[config.mk]
export PLATFORM = sky130hd
export DESIGN_NAME = com_uart
export DESIGN_NICKNAME = d
export VERILOG_FILES = /design/src/rtl/com_uart_pkg.sv /design/src/rtl/com_uart_rx.sv /design/src/rtl/com_uart.sv
export SDC_FILE = /design/constraint.sdc
export NUM_CORES = 1
export LEC_CHECK = 0
export ABC_AREA = 1
export CORE_ASPECT_RATIO = 2
export CORE_MARGIN = 1.5
export CORE_UTILIZATION = 58
export CTS_CLUSTER_SIZE = 14
export DETAILED_ROUTE_END_ITERATION = 16
export GPL_ROUTABILITY_DRIVEN = 0
export PLACE_DENSITY = 0.8
export REMOVE_ABC_BUFFERS = 1
export SYNTH_ARGS = -nofsm -noshare
export SYNTH_HDL_FRONTEND = slang
export SYNTH_HIERARCHICAL = 1
export SYNTH_SLANG_ARGS = --single-unit
[constraint.sdc]
create_clock -name clk50M -period 1.9 [get_ports clk50M]
set_input_delay 0.57 -clock clk50M [delete_from_list [all_inputs] [get_ports clk50M]]
set_output_delay 0.57 -clock clk50M [all_outputs]
set_load 0.05 [all_outputs]
[src/rtl/com_uart_pkg.sv]
// Shared UART types, frame constants and bit-period helper.
package com_uart_pkg;

   typedef enum logic [1:0] {IDLE, START, DATA, STOP} uart_state_t;

   localparam int   DATA_BITS   = 8;
   localparam logic START_LEVEL = 1'b0;
   localparam logic STOP_LEVEL  = 1'b1;

   // Bit period in system clocks; callers must keep the result >= 4.
   function automatic int calc_clks_per_bit(input int clk_hz, input int baud);
      return clk_hz / baud;
   endfunction

endpackage

[src/rtl/com_uart_rx.sv]
// UART receiver: 2-flop input synchroniser, 8N1 deframer and status flags.
module com_uart_rx
   import com_uart_pkg::*;
#(
   parameter int CLKS_PER_BIT = 434
) (
   input  logic                 clk50M,
   input  logic                 rst_n,
   input  logic                 uart_rxd,
   input  logic                 rx_ack,
   output logic [DATA_BITS-1:0] rx_data,
   output logic                 rx_ready,
   output logic                 rx_overrun,
   output logic                 rx_frame_err
);

   localparam int               CNT_W    = $clog2(CLKS_PER_BIT);
   localparam logic [CNT_W-1:0] CNT_MAX  = CNT_W'(CLKS_PER_BIT - 1);
   localparam logic [CNT_W-1:0] CNT_HALF = CNT_W'(CLKS_PER_BIT / 2);

   logic                 sync1, sync2, sync_prev;
   uart_state_t          state, state_nx;
   logic [CNT_W-1:0]     cnt, cnt_nx;
   logic [2:0]           bit_idx, bit_idx_nx;
   logic [DATA_BITS-1:0] shift, shift_nx;
   logic                 sample, done, bad_stop;

   // Synchronise the asynchronous line; sync_prev gives the edge history.
   always_ff @(posedge clk50M or negedge rst_n) begin
      if (!rst_n) begin
         sync1     <= 1'b1;
         sync2     <= 1'b1;
         sync_prev <= 1'b1;
      end else begin
         sync1     <= uart_rxd;
         sync2     <= sync1;
         sync_prev <= sync2;
      end
   end

   // Deframer state register.
   always_ff @(posedge clk50M or negedge rst_n) begin
      if (!rst_n) begin
         state   <= IDLE;
         cnt     <= '0;
         bit_idx <= '0;
         shift   <= '0;
      end else begin
         state   <= state_nx;
         cnt     <= cnt_nx;
         bit_idx <= bit_idx_nx;
         shift   <= shift_nx;
      end
   end

   // Deframer next state: counter runs down to the mid-bit sample point.
   always_comb begin
      state_nx   = state;
      cnt_nx     = cnt;
      bit_idx_nx = bit_idx;
      shift_nx   = shift;
      done       = 1'b0;
      bad_stop   = 1'b0;
      sample     = (cnt == '0);
      if (state != IDLE)
         cnt_nx = sample ? CNT_MAX : cnt - 1'b1;
      case (state)
         IDLE: begin
            if (!sync2 && sync_prev) begin
               state_nx = START;
               cnt_nx   = CNT_HALF;
            end
         end
         START: begin
            bit_idx_nx = '0;
            if (sample)
               state_nx = (sync2 == START_LEVEL) ? DATA : IDLE;
         end
         DATA: begin
            if (sample) begin
               shift_nx = {sync2, shift[DATA_BITS-1:1]};
               if (bit_idx == 3'(DATA_BITS - 1))
                  state_nx = STOP;
               else
                  bit_idx_nx = bit_idx + 1'b1;
            end
         end
         STOP: begin
            // Leave at the stop mid-sample so a back-to-back start is caught.
            if (sample) begin
               state_nx = IDLE;
               if (sync2 == STOP_LEVEL) done = 1'b1;
               else                     bad_stop = 1'b1;
            end
         end
         default: state_nx = IDLE;
      endcase
   end

   // Holding register and flags; a same-cycle event wins over rx_ack.
   always_ff @(posedge clk50M or negedge rst_n) begin
      if (!rst_n) begin
         rx_data      <= '0;
         rx_ready     <= 1'b0;
         rx_overrun   <= 1'b0;
         rx_frame_err <= 1'b0;
      end else begin
         if (done) begin
            rx_data  <= shift;
            rx_ready <= 1'b1;
         end else if (rx_ack) begin
            rx_ready <= 1'b0;
         end
         if (done && rx_ready) rx_overrun <= 1'b1;
         else if (rx_ack)      rx_overrun <= 1'b0;
         if (bad_stop)         rx_frame_err <= 1'b1;
         else if (rx_ack)      rx_frame_err <= 1'b0;
      end
   end

endmodule

[src/rtl/com_uart.sv]
// COM port UART: 8N1 transmitter FSM plus the receiver sub-module.
module com_uart
   import com_uart_pkg::*;
#(
   parameter int CLK_HZ = 50000000,
   parameter int BAUD   = 115200
) (
   input  logic                 clk50M,
   input  logic                 rst_n,
   input  logic [DATA_BITS-1:0] tx_data,
   input  logic                 tx_start,
   output logic                 tx_ready,
   output logic [DATA_BITS-1:0] rx_data,
   output logic                 rx_ready,
   input  logic                 rx_ack,
   output logic                 rx_overrun,
   output logic                 rx_frame_err,
   output logic                 uart_txd,
   input  logic                 uart_rxd
);

   localparam int               CLKS_PER_BIT = calc_clks_per_bit(CLK_HZ, BAUD);
   localparam int               CNT_W        = $clog2(CLKS_PER_BIT);
   localparam logic [CNT_W-1:0] CNT_MAX      = CNT_W'(CLKS_PER_BIT - 1);

   uart_state_t          tx_state, tx_state_nx;
   logic [CNT_W-1:0]     tx_cnt, tx_cnt_nx;
   logic [2:0]           tx_bit, tx_bit_nx;
   logic [DATA_BITS-1:0] tx_shift, tx_shift_nx;
   logic                 txd, txd_nx;
   logic                 bit_end;

   // Transmitter state register; line goes high immediately on reset.
   always_ff @(posedge clk50M or negedge rst_n) begin
      if (!rst_n) begin
         tx_state <= IDLE;
         tx_cnt   <= '0;
         tx_bit   <= '0;
         tx_shift <= '0;
         txd      <= 1'b1;
      end else begin
         tx_state <= tx_state_nx;
         tx_cnt   <= tx_cnt_nx;
         tx_bit   <= tx_bit_nx;
         tx_shift <= tx_shift_nx;
         txd      <= txd_nx;
      end
   end

   // Transmitter next state; the line level is registered with the state.
   always_comb begin
      tx_state_nx = tx_state;
      tx_cnt_nx   = tx_cnt;
      tx_bit_nx   = tx_bit;
      tx_shift_nx = tx_shift;
      txd_nx      = txd;
      bit_end     = (tx_cnt == CNT_MAX);
      if (tx_state != IDLE)
         tx_cnt_nx = bit_end ? '0 : tx_cnt + 1'b1;
      case (tx_state)
         IDLE: begin
            // Strobes are only honoured here, so a busy frame is never disturbed.
            if (tx_start) begin
               tx_state_nx = START;
               tx_cnt_nx   = '0;
               tx_shift_nx = tx_data;
               txd_nx      = START_LEVEL;
            end
         end
         START: begin
            if (bit_end) begin
               tx_state_nx = DATA;
               tx_bit_nx   = '0;
               txd_nx      = tx_shift[0];
            end
         end
         DATA: begin
            if (bit_end) begin
               if (tx_bit == 3'(DATA_BITS - 1)) begin
                  tx_state_nx = STOP;
                  txd_nx      = STOP_LEVEL;
               end else begin
                  tx_bit_nx   = tx_bit + 1'b1;
                  tx_shift_nx = tx_shift >> 1;
                  txd_nx      = tx_shift[1];
               end
            end
         end
         STOP: begin
            if (bit_end)
               tx_state_nx = IDLE;
         end
         default: tx_state_nx = IDLE;
      endcase
   end

   assign tx_ready = (tx_state == IDLE);
   assign uart_txd = txd;

   com_uart_rx #(
      .CLKS_PER_BIT (CLKS_PER_BIT)
   ) u_rx (
      .clk50M       (clk50M),
      .rst_n        (rst_n),
      .uart_rxd     (uart_rxd),
      .rx_ack       (rx_ack),
      .rx_data      (rx_data),
      .rx_ready     (rx_ready),
      .rx_overrun   (rx_overrun),
      .rx_frame_err (rx_frame_err)
   );

endmodule

==> flow_metrics.py, run 1 <==
metrics = {
    "finish": {
        "final_util_pct": 70.8,
        "nets": 434,
        "area_growth_pct": 18.6,
        "diodes": 0,
        "layout-drive-gt1-share_pct": 18.8,
    },
    "logic_synthesis": {
        "synth_edf_count": 0,
        "synthSimpleGateAreaFrac_pct": 31.4,
        "synth_xor_area_share_pct": 1.43,
        "synth.area.mux_share_pct": 0,
        "ys_ff_latch": 59,
        "synth_fa_ha_area_share_pct": 4.49,
        "synth-main-ff-cell": "dfrtp_1",
        "netlist_area_um2": 3070,
        "synth_top_area_cell": "dfrtp_1",
        "yosys_warnings": 6,
        "synth_top_area_share_pct": 44.9,
        "syn_avg_cell_area_um2": 8.22,
        "synth_cells": 373,
        "yosysSeqAreaShare_pct": 48.3,
        "yosysUniqueCellTypes": 27,
        "synth_common_cells": "136 x nand2_1, 55 x dfrtp_1, 37 x inv_1",
        "synth-compound-area-share_pct": 7.59,
        "netlist_top_cells_area": "dfrtp_1 45%, nand2_1 17%, inv_1 4.5%",
        "postSynth.asyncResetShare_pct": 100,
        "synthMostInstantiatedCell": "nand2_1",
        "synth_top_family_by_area": "simple AND/OR/NAND/NOR gates",
    },
    "die": {
        "core_region_area_um2": 5140,
        "fp-row-count": 37,
        "io_pins": 26,
        "die_area_um2": 5760,
        "die_h_um": 106,
        "start_util_pct": 59.7,
        "fp.dieW_um": 54.4,
    },
    "setup_path": {
        "endpoint_kind": "output port",
        "worst-path-max-fanout": 4,
        "worst_setup_path_start_kind": "flip-flop",
        "crit_required_ns": 1.33,
        "worst-endpoint-arrival_ns": 1.32,
        "critical_path_class": "flip-flop to output port",
        "reg2reg_depth": 11,
    },
    "pwr": {
        "power_density_nw_per_um2": 1400,
        "total_power_w": 0.00508,
        "leakage_nw": 1.93,
        "max-vdd-ir-drop_uv": 1100,
    },
    "job": {
        "maxCapViolCount": 0,
    },
    "sta": {
        "hold_violations": 0,
        "final.period_utilization_pct": 99.5,
        "whs_ns": 0.214,
        "worst_pin_slew_ns": 0.407,
        "setup_violations": 0,
        "slew_violations": 0,
        "skew_ns": 0.00424,
        "rsz0062_at_grt": "true",
        "max_freq_mhz": 529,
        "layout_min_cycle_time_ns": 1.89,
        "slew_headroom_pct": 72.8,
    },
    "clocking": {
        "htreeDepth": 3,
        "cts_buffer_depth": 2,
        "cts_root_buffer": "clkbuf_8",
        "cts.sinks": 59,
        "cts_tree": "yes",
        "clk_pin_slew_ns": 0.07,
        "cts_buffers": 9,
        "cts_setup_buffers": 0,
        "insertion_delay_ns": 0.34,
    },
    "global_route": {
        "overflow": 0,
        "track_usage_pct": 25.4,
        "grt_pass1_vias": 2487,
        "grt_max_degree": 60,
        "antenna_found_initial": 0,
        "grt_pass1_wl_um": 10600,
    },
    "drt": {
        "wl_um": 6350,
        "antenna_left": 0,
        "drtPass1Iterations": 4,
        "drcViolationCount": 0,
        "detail_route.wl_per_cell_um": 13.4,
        "viasPerCell": 5.28,
        "drtIter0Drc": 83,
        "vias": 2497,
    },
    "worst_hold_path": {
        "worst_hold_path_type": "input port to asynchronous set/reset pin",
    },
    "placed_design": {
        "io_buffers": 25,
        "dp_hpwl_um": 4530,
    },
    "run_status": {
        "outcome": "finished, final reports clean",
    },
}
-- through the flow --
step / cells / cell area (µm²) / setup WS [ns] / setup TNS (ns)
finish: 473 / 3640 / 0.00958 / 0
global placement: 457 / 3390 / 0.0805 / 0
floorplan: 370 / 3030 / 0.125 / 0
global route: 473 / 3640 / -0.0413 / -0.0413
detailed placement: 457 / 3390 / 0.0537 / 0
CTS: 473 / 3640 / 0.0178 / 0
-- sequential cells by signal (all words and copies together), names as in the netlist, named ones only --
register	count
u_rx/rx_frame_err	1
u_rx/bit_idx	3
tx_shift	8
u_rx/rx_data	8
tx_state	2
u_rx/sync_prev	1
u_rx/sync1	1
u_rx/cnt	9
u_rx/state	1
u_rx/shift	8
u_rx/sync2	1
uart_txd	1
tx_cnt	9
u_rx/rx_overrun	1
tx_bit	3
u_rx/rx_ready	1
-- worst paths after layout --
kind / start / to / slack (ns)
worst min register to register: u_rx/sync1 / u_rx/sync2 / 0.36
worst min-delay path: rst_n / tx_cnt[6] / 0.21
min in group clk50M: u_rx/sync1 / u_rx/sync2 / 0.36
worst max register to register: tx_state[1] / tx_state[0] / 0.13
worst max-delay path: tx_state[1] / tx_ready / 0.01
max in group asynchronous: rst_n / u_rx/sync_prev / 1.36
-- cell type report --
cell class / count / area (µm²)
clock buffers: 10 / 138
clock inverters: 6 / 113
fillers: 387 / 1500
inverters: 46 / 175
multi-input cells: 265 / 1380
flip-flops and latches: 59 / 1480
well taps: 58 / 72.6
repair buffers: 29 / 280
-- timing repair --
item / CTS / global route
hold buffers: 0 / 0
resized for setup: 1 / 0
endpoints found under the setup margin: 1 / 1
-- where the power goes --
| group | switching (W) | leakage, nW | internal [W] |
|---|---|---|---|
| Clock | 0.000506 | 0.126 | 0.000908 |
| Sequential | 0.000250 | 0.768 | 0.00154 |
| Combinational | 0.00120 | 1.04 | 0.000678 |
| Total | 0.00195 | 1.93 | 0.00313 |
-- layout by cell type (no fill, tap or decap) --
cell,count
clkinv_4,2
bufinv_16,3
nand3_1,27
nand2_2,5
inv_2,8
o21ai_1,1
o21ai_2,11
clkdlybuf4s50_1,11
o22ai_2,1
nand4_1,5
buf_12,3
clkbuf_8,10
or2_1,1
clkinv_2,1
ha_1,10
nand2_8,1
a21oi_1,1
inv_1,37
xor2_1,4
nor2_2,3
nor2_1,23
dfrtp_1,55
buf_4,14
inv_4,1
ha_2,1
nor2_4,3
nand2_1,136
nand2_4,5
xnor2_1,1
o22ai_1,3
buf_2,1
dfstp_2,4
o21ai_0,19
nand3_2,1
nand3b_1,3
-- cells by family (layout without fill, tap and decap cells) --
kind of cell | Yosys count | in the layout
DFF | 59 | 59
buffers and inverters | 49 | 91
adders and majority gates | 11 | 11
AOI/OAI and AO/OA | 36 | 36
xor gates and xnor gates | 5 | 5
and+or+nand+nor | 213 | 213
-- metal layers --
metal	part of all wire [%]	wire length (µm)	global-route usage (%)
met5	0	0	0
met4	1.7	111	12.3
met3	2.8	178	5.81
met2	57	3650	44.4
met1	38	2410	26.8
-- worst max-delay path, cell delays in order, from the launching register on --
cell and delay (ns):
dfrtp_1 0.42, inv_1 0.12, ha_2 0.28, buf_12 0.16
Note: power is estimated with default switching activity, not from simulation.
==> run 2, diff against run 1 <==
Settings changed: ABC_AREA 1 to 0, CORE_UTILIZATION 58 to 57, GPL_ROUTABILITY_DRIVEN 0 to unset, HOLD_SLACK_MARGIN set to 0.12, PLACE_DENSITY 0.8 to 0.79.
==> run 2 against run 1 <==
Compared with the run above: critical path depth rose by 3; non-clock buffer count rose by 21; synthesized cell count fell by 29%; largest cell class unchanged; critical endpoint is now u_rx/shift[5]; core utilization rose by 3.0 points; largest power group unchanged; highest routed layer unchanged; power rose by 0.44%; final cell count fell by 20%; combinational power fell by 4%.
==> flow_metrics.py, run 2 <==
metrics = {
    "setup_path": {
        "path_cells": "inv_2 > ha_1 > nor4b_4 > and3_4 > nand3b_4 > mux2_2",
        "worst-path-max-fanout": 8,
        "reg2reg_from": "u_rx/cnt[1]",
        "slowest_stage": "dfrtp_1",
        "crit_required_ns": 2.13,
        "endpoint_kind": "flip-flop",
        "worst_setup_path_start_kind": "flip-flop",
        "r2r_slack_ns": 0.07,
        "critPathMaxStageDelay_ns": 0.41,
        "worst-endpoint-arrival_ns": 2.07,
        "reg2reg_depth": 6,
        "rr_endpoint": "u_rx/shift[5]",
        "critical_path_class": "flip-flop to flip-flop",
    },
    "placed_design": {
        "place_congestion": 0.828,
        "dp_slack_ns": -0.123,
        "io_buffers": 25,
        "placed_area_um2": 3420,
        "dp_hpwl_um": 4570,
    },
    "die": {
        "core_region_area_um2": 5090,
        "fp-row-count": 37,
        "io_pins": 26,
        "die_h_um": 105,
        "start_util_pct": 58.4,
        "die_area_um2": 5690,
        "fp.dieW_um": 54.1,
    },
    "logic_synthesis": {
        "synth_top_family_by_area": "simple AND/OR/NAND/NOR gates",
        "synth_top_area_cell": "dfrtp_1",
        "postSynth.asyncResetShare_pct": 100,
        "synth_fa_ha_area_share_pct": 4.63,
        "yosysUniqueCellTypes": 53,
        "synth_cells": 266,
        "syn_avg_cell_area_um2": 11.2,
        "synth-compound-area-share_pct": 14.6,
        "yosys_warnings": 6,
        "ys_ff_latch": 59,
        "netlist_top_cells_area": "dfrtp_1 46%, mux2_2 12%, ha_1 4.6%",
        "synth-main-ff-cell": "dfrtp_1",
        "synth_edf_count": 0,
        "synth_common_cells": "55 x dfrtp_1, 31 x mux2_2, 20 x o21ai_0",
        "netlist_area_um2": 2980,
        "synth_top_area_share_pct": 46.3,
        "synthMostInstantiatedCell": "dfrtp_1",
        "synth_xor_area_share_pct": 0.294,
        "synth.area.mux_share_pct": 12.2,
        "synthSimpleGateAreaFrac_pct": 14.8,
        "yosysSeqAreaShare_pct": 49.8,
    },
    "pwr": {
        "power_density_nw_per_um2": 1360,
        "max-vdd-ir-drop_uv": 1270,
        "leakage_nw": 1.77,
    },
    "finish": {
        "diodes": 0,
        "final_common_cell": "dfrtp_1",
        "area_growth_pct": 26.3,
        "post-route-cell-area_um2": 3760,
        "reg.largest.list": "tx_cnt x9, u_rx/cnt x9",
        "final_cell_mix": "55 x dfrtp_1, 34 x buf_4, 31 x mux2_2",
        "nFillCells": 359,
        "nets": 341,
        "layout-drive-gt1-share_pct": 34.2,
    },
    "global_route": {
        "grt_pass1_wl_um": 10800,
        "overflow": 0,
        "grt_max_degree": 20,
        "antenna_found_initial": 0,
        "track_usage_pct": 26.5,
        "grt_pass1_vias": 2405,
    },
    "sta": {
        "rsz0062_at_grt": "false",
        "worst_pin_slew_ns": 0.444,
        "setup_tns_ns": 0,
        "layout_min_cycle_time_ns": 1.83,
        "setup_violations": 0,
        "hold_violations": 0,
        "final.period_utilization_pct": 96.6,
        "setup_slack_ns": 0.0654,
        "skew_ns": 0.00934,
        "max_freq_mhz": 545,
        "slew_headroom_pct": 70.4,
        "slew_violations": 0,
    },
    "clocking": {
        "cts_tree": "yes",
        "insertion_delay_ns": 0.35,
        "clk_pin_slew_ns": 0.07,
        "cts_root_buffer": "clkbuf_8",
        "cts_buffers": 9,
        "htreeDepth": 3,
        "cts_buffer_depth": 2,
        "cts.sinks": 59,
    },
    "drt": {
        "wl_met1_um": 2410,
        "antenna_left": 0,
        "viasPerCell": 6.19,
        "detail_route.wl_per_cell_um": 17.4,
        "wl_um": 6630,
        "drcViolationCount": 0,
        "met2_wirelength_um": 3860,
        "drtPass1Iterations": 4,
        "wl_met3_um": 230,
        "drtIter0Drc": 79,
        "vias": 2352,
        "top_layer": "met4",
    },
    "worst_hold_path": {
        "worst_hold_path_type": "input port to asynchronous set/reset pin",
    },
    "run_status": {
        "outcome": "finished, final reports clean",
    },
    "job": {
        "maxCapViolCount": 0,
    },
}
## run 2: repair_timing
action                                  4_1_cts  5_1_grt
endpoints found under the setup margin        2       28
setup buffers                                 2        1
hold buffers                                  0        0
pin swaps                                     0        3
resized for setup                             5        7
cloned                                        0        1
## run 2: kinds of logic (layout without fill, tap and decap cells)
logic type	count (synthesis)	count (layout)
AO/OA/AOI/OAI	61	61
XOR/XNOR	1	1
adder cells (fa/ha/maj)	11	11
buffers and inverters	24	79
flip-flops	59	59
multiplexers	32	32
AND/OR/NAND/NOR	78	79
## run 2: worst max-delay path by stage
stage                               end        start  depth (start not counted)  slack, ns
after floorplan             tx_shift[0]  tx_state[0]                          6      -0.51
after global placement      tx_shift[1]     tx_start                          5      -0.08
after detailed placement    tx_shift[3]     tx_start                          5      -0.12
after CTS                      tx_ready  tx_state[0]                          4      0.008
after global routing      u_rx/shift[7]  u_rx/cnt[1]                          6       0.01
final                     u_rx/shift[5]  u_rx/cnt[1]                          6       0.07
## run 2: power breakdown
part	leakage [nW]	internal [W]	switching, W
logic	0.884	0.000890	0.000919
registers	0.764	0.00153	0.000235
clock network	0.127	0.00101	0.000524
## run 2: metal layers
layer	vias up	track usage, %
met5	-	0
li1	1084	-
met4	0	12.9
met1	1191	28.5
met2	67	44.7
met3	10	8.00
## run 2: cell type report
| class | instances | area [µm²] | share of cell area, % |
|---|---|---|---|
| flip-flops and latches | 59 | 1480 | 39.4 |
| multi-input cells | 184 | 1440 | 38.3 |
| repair buffers | 50 | 450 | 12.0 |
| clock inverters | 6 | 136 | 3.63 |
| clock buffers | 10 | 128 | 3.40 |
| well taps | 58 | 72.6 | 1.93 |
| inverters | 13 | 48.8 | 1.30 |
## run 2: metrics by stage
stage | hold slack, ns | power, W | std cells | utilization (%)
after CTS | 0.160 | 0.00508 | 379 | 73.0
after floorplan | 0.274 | 0.00280 | 255 | -
after detailed placement | 0.347 | 0.00347 | 361 | 67.2
after global placement | 0.346 | 0.00339 | 361 | 67.2
after global routing | 0.173 | 0.00539 | 380 | 73.8
final | 0.155 | 0.00510 | 380 | 73.8
## run 2: worst max-delay path: cells and delay by family (launching register included)
family                     cells  cell delay [ns]
DFF                            1             0.41
muxes                          1             0.30
buffers and inverters          1             0.08
adders and majority gates      1             0.16
and+or+nand+nor                3             0.78
==> run 3, diff against run 2 <==
Settings changed: SKIP_CTS_REPAIR_TIMING set to 1.
==> run 3 against run 2 <==
Compared with the run above: combinational power down 2%; core utilization decreased by 0.32 points; setup slack got worse by 0.024 ns; non-clock buffer count down 1; final area decreased by 0.43%; sequential share of layout area up 0.17 points; power decreased by 0.74%; critical path type unchanged; critical endpoint is now u_rx/rx_data[2].
==> flow_metrics.py, run 3 (same netlist as run 2, synthesis figures left out) <==
metrics = {
    "clocking": {
        "clk_pin_slew_ns": 0.07,
        "cts_buffers": 9,
        "cts_buffer_depth": 2,
        "insertion_delay_ns": 0.35,
        "htreeDepth": 3,
        "cts_tree": "yes",
        "cts.sinks": 59,
        "cts_root_buffer": "clkbuf_8",
    },
    "finish": {
        "final_cell_mix": "55 x dfrtp_1, 33 x buf_4, 31 x mux2_2",
        "area_growth_pct": 25.8,
        "diodes": 0,
        "layout-drive-gt1-share_pct": 33.6,
        "final_common_cell": "dfrtp_1",
        "nFillCells": 358,
        "nets": 340,
        "reg.largest.list": "tx_cnt x9, u_rx/cnt x9",
    },
    "setup_path": {
        "worst-path-max-fanout": 4,
        "r2r_slack_ns": 0.04,
        "critical_path_class": "flip-flop to flip-flop",
        "reg2reg_depth": 6,
        "rr_endpoint": "u_rx/rx_data[2]",
        "worst_setup_path_start_kind": "flip-flop",
        "worst-endpoint-arrival_ns": 2.09,
        "endpoint_kind": "flip-flop",
        "crit_required_ns": 2.13,
        "reg2reg_from": "u_rx/cnt[1]",
    },
    "sta": {
        "final.period_utilization_pct": 97.8,
        "slew_headroom_pct": 70.4,
        "skew_ns": 0.00980,
        "max_freq_mhz": 538,
        "worst_pin_slew_ns": 0.444,
        "hold_violations": 0,
        "layout_min_cycle_time_ns": 1.86,
        "setup_tns_ns": 0,
        "slew_violations": 0,
        "setup_violations": 0,
        "setup_slack_ns": 0.0414,
    },
    "die": {
        "die_area_um2": 5690,
        "fp-row-count": 37,
        "core_region_area_um2": 5090,
        "io_pins": 26,
        "fp.dieW_um": 54.1,
        "die_h_um": 105,
        "start_util_pct": 58.4,
    },
    "drt": {
        "vias": 2367,
        "drtPass1Iterations": 5,
        "drtIter0Drc": 72,
        "viasPerCell": 6.25,
        "drcViolationCount": 0,
        "wl_um": 6580,
        "detail_route.wl_per_cell_um": 17.4,
        "antenna_left": 0,
    },
    "job": {
        "maxCapViolCount": 0,
    },
    "placed_design": {
        "place_congestion": 0.828,
        "io_buffers": 25,
        "dp_hpwl_um": 4570,
        "dp_slack_ns": -0.123,
    },
    "global_route": {
        "antenna_found_initial": 0,
        "grt_pass1_vias": 2386,
        "track_usage_pct": 26.1,
        "overflow": 0,
        "grt_pass1_wl_um": 10600,
        "grt_max_degree": 20,
    },
    "pwr": {
        "total_power_w": 0.00507,
        "leakage_nw": 1.76,
        "power_density_nw_per_um2": 1350,
        "max-vdd-ir-drop_uv": 1250,
    },
    "run_status": {
        "outcome": "finished, final reports clean",
    },
    "worst_hold_path": {
        "worst_hold_path_type": "input port to asynchronous set/reset pin",
    },
}
-- run 3: metal layers --
layer / track usage [%] / vias up / share of wire (%)
li1: - / 1086 / -
met1: 28.2 / 1181 / 36
met2: 43.6 / 84 / 57
met3: 8.14 / 16 / 4.5
met4: 12.9 / 0 / 2.7
met5: 0 / - / 0
-- run 3: report_power, final --
part,internal (W),switching [W]
combinational,0.000873,0.000898
clock,0.00101,0.000519
sequential,0.00153,0.000241
-- run 3: final cells by class --
cell class                      count  area, µm²  share of cell area [%]
Sequential cell                    59       1480                    39.6
Multi-Input combinational cell    184       1430                    38.3
Timing Repair Buffer               49        443                    11.8
Clock inverter                      6        136                    3.64
Clock buffer                       10        128                    3.41
Tap cell                           58       72.6                    1.94
Inverter                           13       48.8                    1.30
-- run 3: stage by stage --
stage	std cells	util [%]	instance area, µm²	hold slack [ns]
after global placement	361	67.2	3420	0.346
after detailed placement	361	67.2	3420	0.347
after CTS	377	72.4	3690	0.160
after floorplan	255	-	2920	0.274
final	379	73.5	3740	0.160
after global routing	379	73.5	3740	0.173
-- run 3: critical path, cell delays in order (launching register included) --
cell     delay [ns]
dfrtp_1        0.40
inv_1          0.10
ha_1           0.17
nor4b_4        0.31
and3_4         0.30
nand4_2        0.16
mux2_2         0.32
-- run 3: worst max path at each step --
stage | startpoint | end | slack [ns] | cells after the start
floorplan | tx_state[0] | tx_shift[0] | -0.51 | 6
global placement | tx_start | tx_shift[1] | -0.08 | 5
detailed placement | tx_start | tx_shift[3] | -0.12 | 5
CTS | tx_state[0] | tx_ready | -0.19 | 4
global route | u_rx/cnt[1] | u_rx/rx_data[2] | -0.02 | 6
finish | u_rx/cnt[1] | u_rx/rx_data[2] | 0.04 | 6
